<file path="src/rtl/up_mem_arbiter.sv">
// up_mem_arbiter: round-robin arbiter granting one of three requesters a single memory access.
// The ack pulse is issued in the cycle after DONE, while the grant is still held.
module up_mem_arbiter #(
  parameter int AW = 8,
  parameter int DW = 8,
  parameter int WAIT = 1
) (
  input  logic            clk,
  input  logic            nRst,
  input  logic [2:0]      req,
  input  logic [2:0]      we,
  input  logic [3*AW-1:0] addr,
  input  logic [3*DW-1:0] wdata,
  output logic [2:0]      gnt,
  output logic [2:0]      ack,
  output logic [DW-1:0]   rdata,
  output logic            mem_en,
  output logic            mem_we,
  output logic [AW-1:0]   mem_addr,
  output logic [DW-1:0]   mem_wdata,
  input  logic [DW-1:0]   mem_rdata
);
  typedef enum logic [1:0] {IDLE, ACCESS, DONE} state_t;
  state_t state_q, state_d;
  logic [2:0] gnt_q, gnt_d, ack_q, ack_d, cnt_q, cnt_d;
  logic [1:0] last_q, last_d, c1, c2, win;
  logic [DW-1:0] rdata_q, rdata_d, mem_wdata_q, mem_wdata_d;
  logic [AW-1:0] mem_addr_q, mem_addr_d;
  logic mem_en_q, mem_en_d, mem_we_q, mem_we_d;
  // Search order last+1, last+2, then last itself.
  always_comb begin
    c1 = last_q == 2'd2 ? 2'd0 : last_q + 2'd1;
    c2 = c1 == 2'd2 ? 2'd0 : c1 + 2'd1;
    win = req[c1] ? c1 : req[c2] ? c2 : last_q;
  end
  always_comb begin
    state_d = state_q;
    gnt_d = gnt_q;
    ack_d = ack_q;
    cnt_d = cnt_q;
    last_d = last_q;
    rdata_d = rdata_q;
    mem_en_d = mem_en_q;
    mem_we_d = mem_we_q;
    mem_addr_d = mem_addr_q;
    mem_wdata_d = mem_wdata_q;
    case (state_q)
      IDLE: begin
        gnt_d = |req ? 3'b001 << win : 3'b000;
        ack_d = 3'b000;
        if (|req) begin
          mem_en_d = 1'b1;
          mem_we_d = we[win];
          mem_addr_d = addr[win*AW +: AW];
          mem_wdata_d = wdata[win*DW +: DW];
          last_d = win;
          cnt_d = 3'd0;
          state_d = ACCESS;
        end
      end
      ACCESS: begin
        if (cnt_q == 3'(WAIT)) begin
          rdata_d = mem_we_q ? rdata_q : mem_rdata;
          mem_en_d = 1'b0;
          mem_we_d = 1'b0;
          state_d = DONE;
        end else begin
          cnt_d = cnt_q + 3'd1;
        end
      end
      DONE: begin
        ack_d = gnt_q;
        state_d = IDLE;
      end
      default: state_d = IDLE;
    endcase
  end
  always_ff @(posedge clk or negedge nRst) begin
    if (!nRst) begin
      state_q <= IDLE;
      gnt_q <= '0;
      ack_q <= '0;
      cnt_q <= '0;
      last_q <= 2'd2;
      rdata_q <= '0;
      mem_en_q <= 1'b0;
      mem_we_q <= 1'b0;
      mem_addr_q <= '0;
      mem_wdata_q <= '0;
    end else begin
      state_q <= state_d;
      gnt_q <= gnt_d;
      ack_q <= ack_d;
      cnt_q <= cnt_d;
      last_q <= last_d;
      rdata_q <= rdata_d;
      mem_en_q <= mem_en_d;
      mem_we_q <= mem_we_d;
      mem_addr_q <= mem_addr_d;
      mem_wdata_q <= mem_wdata_d;
    end
  end
  assign gnt = gnt_q;
  assign ack = ack_q;
  assign rdata = rdata_q;
  assign mem_en = mem_en_q;
  assign mem_we = mem_we_q;
  assign mem_addr = mem_addr_q;
  assign mem_wdata = mem_wdata_q;
endmodule

</file>
<file path="config.mk">
export PLATFORM = sky130hd
export DESIGN_NAME = up_mem_arbiter
export DESIGN_NICKNAME = d
export VERILOG_FILES = /design/src/rtl/up_mem_arbiter.sv
export SDC_FILE = /design/constraint.sdc
export NUM_CORES = 1
export LEC_CHECK = 0
export CAP_MARGIN = 20
export CORE_MARGIN = 1
export CORE_UTILIZATION = 36
export DETAILED_ROUTE_END_ITERATION = 8
export PLACE_DENSITY = 0.76
export SYNTH_ARGS = -nofsm -noshare
export SYNTH_HDL_FRONTEND = slang
export SYNTH_SLANG_ARGS = --single-unit
</file>
<file path="constraint.sdc">
create_clock -name clk -period 1.7 [get_ports clk]
set_clock_uncertainty 0.1 [all_clocks]
set_input_delay 0.17 -clock clk [delete_from_list [all_inputs] [get_ports clk]]
set_output_delay 0.17 -clock clk [all_outputs]
set_load 0.005 [all_outputs]
</file>
==> summary.md <==
| Metric | Value |
|---|---|
| First-pass GRT wire length | 8340 µm |
| Detailed-route via count | 1879 |
| DR iter-0 viols | 102 |
| LEAKAGE | 1.40 nW |
| Worst-Margin Slew | 0.429 ns |
| #FFs+latches synth | 39 |
| Routed WL | 5320 µm |
| Post-DRT Antenna Nets | 0 |
| Non-filler cells, final | 363 |
| Slowest CP cell | or4_4 |
| Setup TNS | 0 ns |
| 1st-pass router iterations | 6 |
| IO Port Bufs | 95 |
| Num CTS Buffers | 5 |
| Final hold slack | 0.257 ns |
| Busiest grt layer | met2 |
| GR Util met2 | 0.364 |
| Most common cell after layout, fill and taps aside | clkdlybuf4s50_1 |
| Layout Nets | 361 |
| Met1 Use GR | 0.233 |
| Largest net degree at the start of global routing | 20 |
| Worst-Skew Late Latency | 0.29 ns |
| Commonest non-fill, non-tap cells in the layout | clkdlybuf4s50_1, dfrtp_1, buf_4 |
| Root Buffer | clkbuf_8 |
| I/O pin cnt | 96 |
| Asr flop ratio synth | 1.00 |
| Worst path arrival time | 1.76 ns |
| Tot Pwr | 5.38 mW |
| Critical path class | in -> reg |
| VDD IR max | 0.846 mV |
| Routed vias/inst | 5.18 |
| Final HPWL DP | 3980 µm |
| Minimum clock period | 1.65 ns |
| Pwr Density | 1640 nW/µm² |
| Critical path required time | 1.81 ns |
| Mapped Area | 1880 µm² |
| Final Cycle Share | 0.972 |
| Slew Limit Fails | 0 |
| Die span in y | 74.3 µm |
| Worst Setup Start Kind | primary input |
| Die Footprint | 5520 µm² |
| CTS max path bufs | 2 |
| Slew margin rel. | 0.714 |
| Setup violators final | 0 |
| Initial antenna violation count | 0 |
| Grt total ovfl | 0 |
| Seq/Total Area, Yosys | 0.519 |
| Clock sink total | 39 |
| Syn_area_per_cell | 10.6 µm² |
| GR Util All Layers | 0.199 |
| Row cnt | 25 |
| Net Count, Synth | 243 |
| Hold WC Path Type | in -> async |
| Setup crit end kind | flop |
| Final Hold Fails | 0 |
| H-tree levels | 2 |
| Vias in the first global route | 1848 |
| Area growth, synth to finish | 74.7% |
| Critical path, cell by cell | clkdlybuf4s50_1 -> buf_4 -> or4_4 -> nand3_2 -> a22oi_1 -> a21oi_1 |
| RSZ-0062 raised after global routing | true |
| WL/cell | 14.7 µm |
| Distinct cells, synth | 45 |
| Antenna fix cells | 0 |
| CTS tree | built |
| Dominant synthesized flop cell | dfrtp_1 |
| Critical-path maximum fanout | 6 |
| Critical Path Max Stage Delay | 0.55 ns |
| Ys Warns | 0 |
| Met3 usage | 0.0569 |
| Placed Instances | 352 |
| Max-cap viol count | 0 |
| Fillers | 399 |
| Max Freq | 605 MHz |
| Layout cell share with drive strength beyond 1 | 0.216 |
| Synthesized instance count | 177 |
| RD Place Congestion | 0.914 |
| Die extent in x | 74.3 µm |
| DR DRC count | 0 |
| Core Area | 4880 µm² |
| Clk slew on worst S/H paths | 0.07 ns |
| Status | completed |
| Starting Density | 0.386 |
| Post-synth EDFFs | 0 |
-- final cells by class --
cell class                 instances  area (µm²)  share of cell area
timing repair buffer             120        1150               0.351
sequential                        39         977               0.297
multi-input combinational        123         936               0.285
tap                               67        83.8              0.0255
clock buffer                       5        68.8              0.0209
clock inverter                     3        43.8              0.0133
inverter                           6        22.5             0.00685
-- layer usage --
metal | vias to the layer above | routed length (µm)
met5 | - | 0
met3 | 6 | 416
met4 | 0 | 36
met2 | 76 | 2720
li1 | 904 | -
met1 | 893 | 2160
-- metrics by stage --
step	util	area, µm²	setup WS [ns]
floorplan	-	1890	0.00207
global placement	0.625	3050	-0.231
detailed placement	0.625	3050	-0.294
CTS	0.652	3180	0.00645
global route	0.674	3290	-0.0139
finish	0.674	3290	0.0469
-- synthesized netlist by cell type (3+ instances only) --
master	n	area (µm²)
clkbuf_1	3	11.3
nor2_1	16	60.1
o21ai_0	5	25.0
a22oi_1	9	67.6
a32o_1	8	80.1
mux2_2	8	90.1
nor2b_1	3	18.8
a221o_1	7	70.1
nand2_1	7	26.3
a21oi_1	21	105
a22o_1	4	35.0
buf_2	6	30.0
dfrtp_1	38	951
inv_1	5	18.8
-- where the power goes --
part           total, mW  switching, mW  internal, mW
sequential          1.68          0.295          1.38
combinational       2.94           1.23          1.72
clock              0.761          0.324         0.437
-- critical path, delay by kind of cell --
kind	cells	cell delay, ns
AND/OR/NAND/NOR	2	0.69
buffers and inverters	2	0.67
AO/OA/AOI/OAI	2	0.23
-- registers in the layout, summed over array words and instances, names as in the netlist, 2 cells and up --
| signal | flops |
|---|---|
| rdata | 8 |
| ack | 3 |
| last_q | 2 |
| mem_addr | 8 |
| cnt_q | 3 |
| state_q | 2 |
| mem_wdata | 8 |
| gnt | 3 |
-- cell families after synthesis --
kind of cell               after synthesis  synth area share
DFF                                     39             0.519
AOI/OAI and AO/OA                       67             0.255
adders and majority gates                2            0.0133
buffers and inverters                   16            0.0399
muxes                                    8            0.0479
and+or+nand+nor                         45             0.124
-- worst paths after layout --
kind	startpoint	end	slack, ns	cells after the start
worst max-delay path	req[1]	mem_addr[3]	0.05	6
worst min-delay path	nRst	cnt_q[1]	0.26	2
worst max register to register	last_q[1]	mem_addr[3]	0.06	5
worst min register to register	mem_en	mem_en	0.39	2
max in group asynchronous	nRst	mem_addr[4]	0.73	3
min in group clk	wdata[19]	mem_wdata[3]	0.39	2
-- timing repair --
action,4_1_cts,5_1_grt
endpoints found under the hold margin,16,0
hold buffers,1,0
resized for setup,3,22
setup endpoints to repair,10,25
pin swaps,0,6
buffers inserted,0,1
gates cloned,0,1
(Power assumes the default switching activity.)
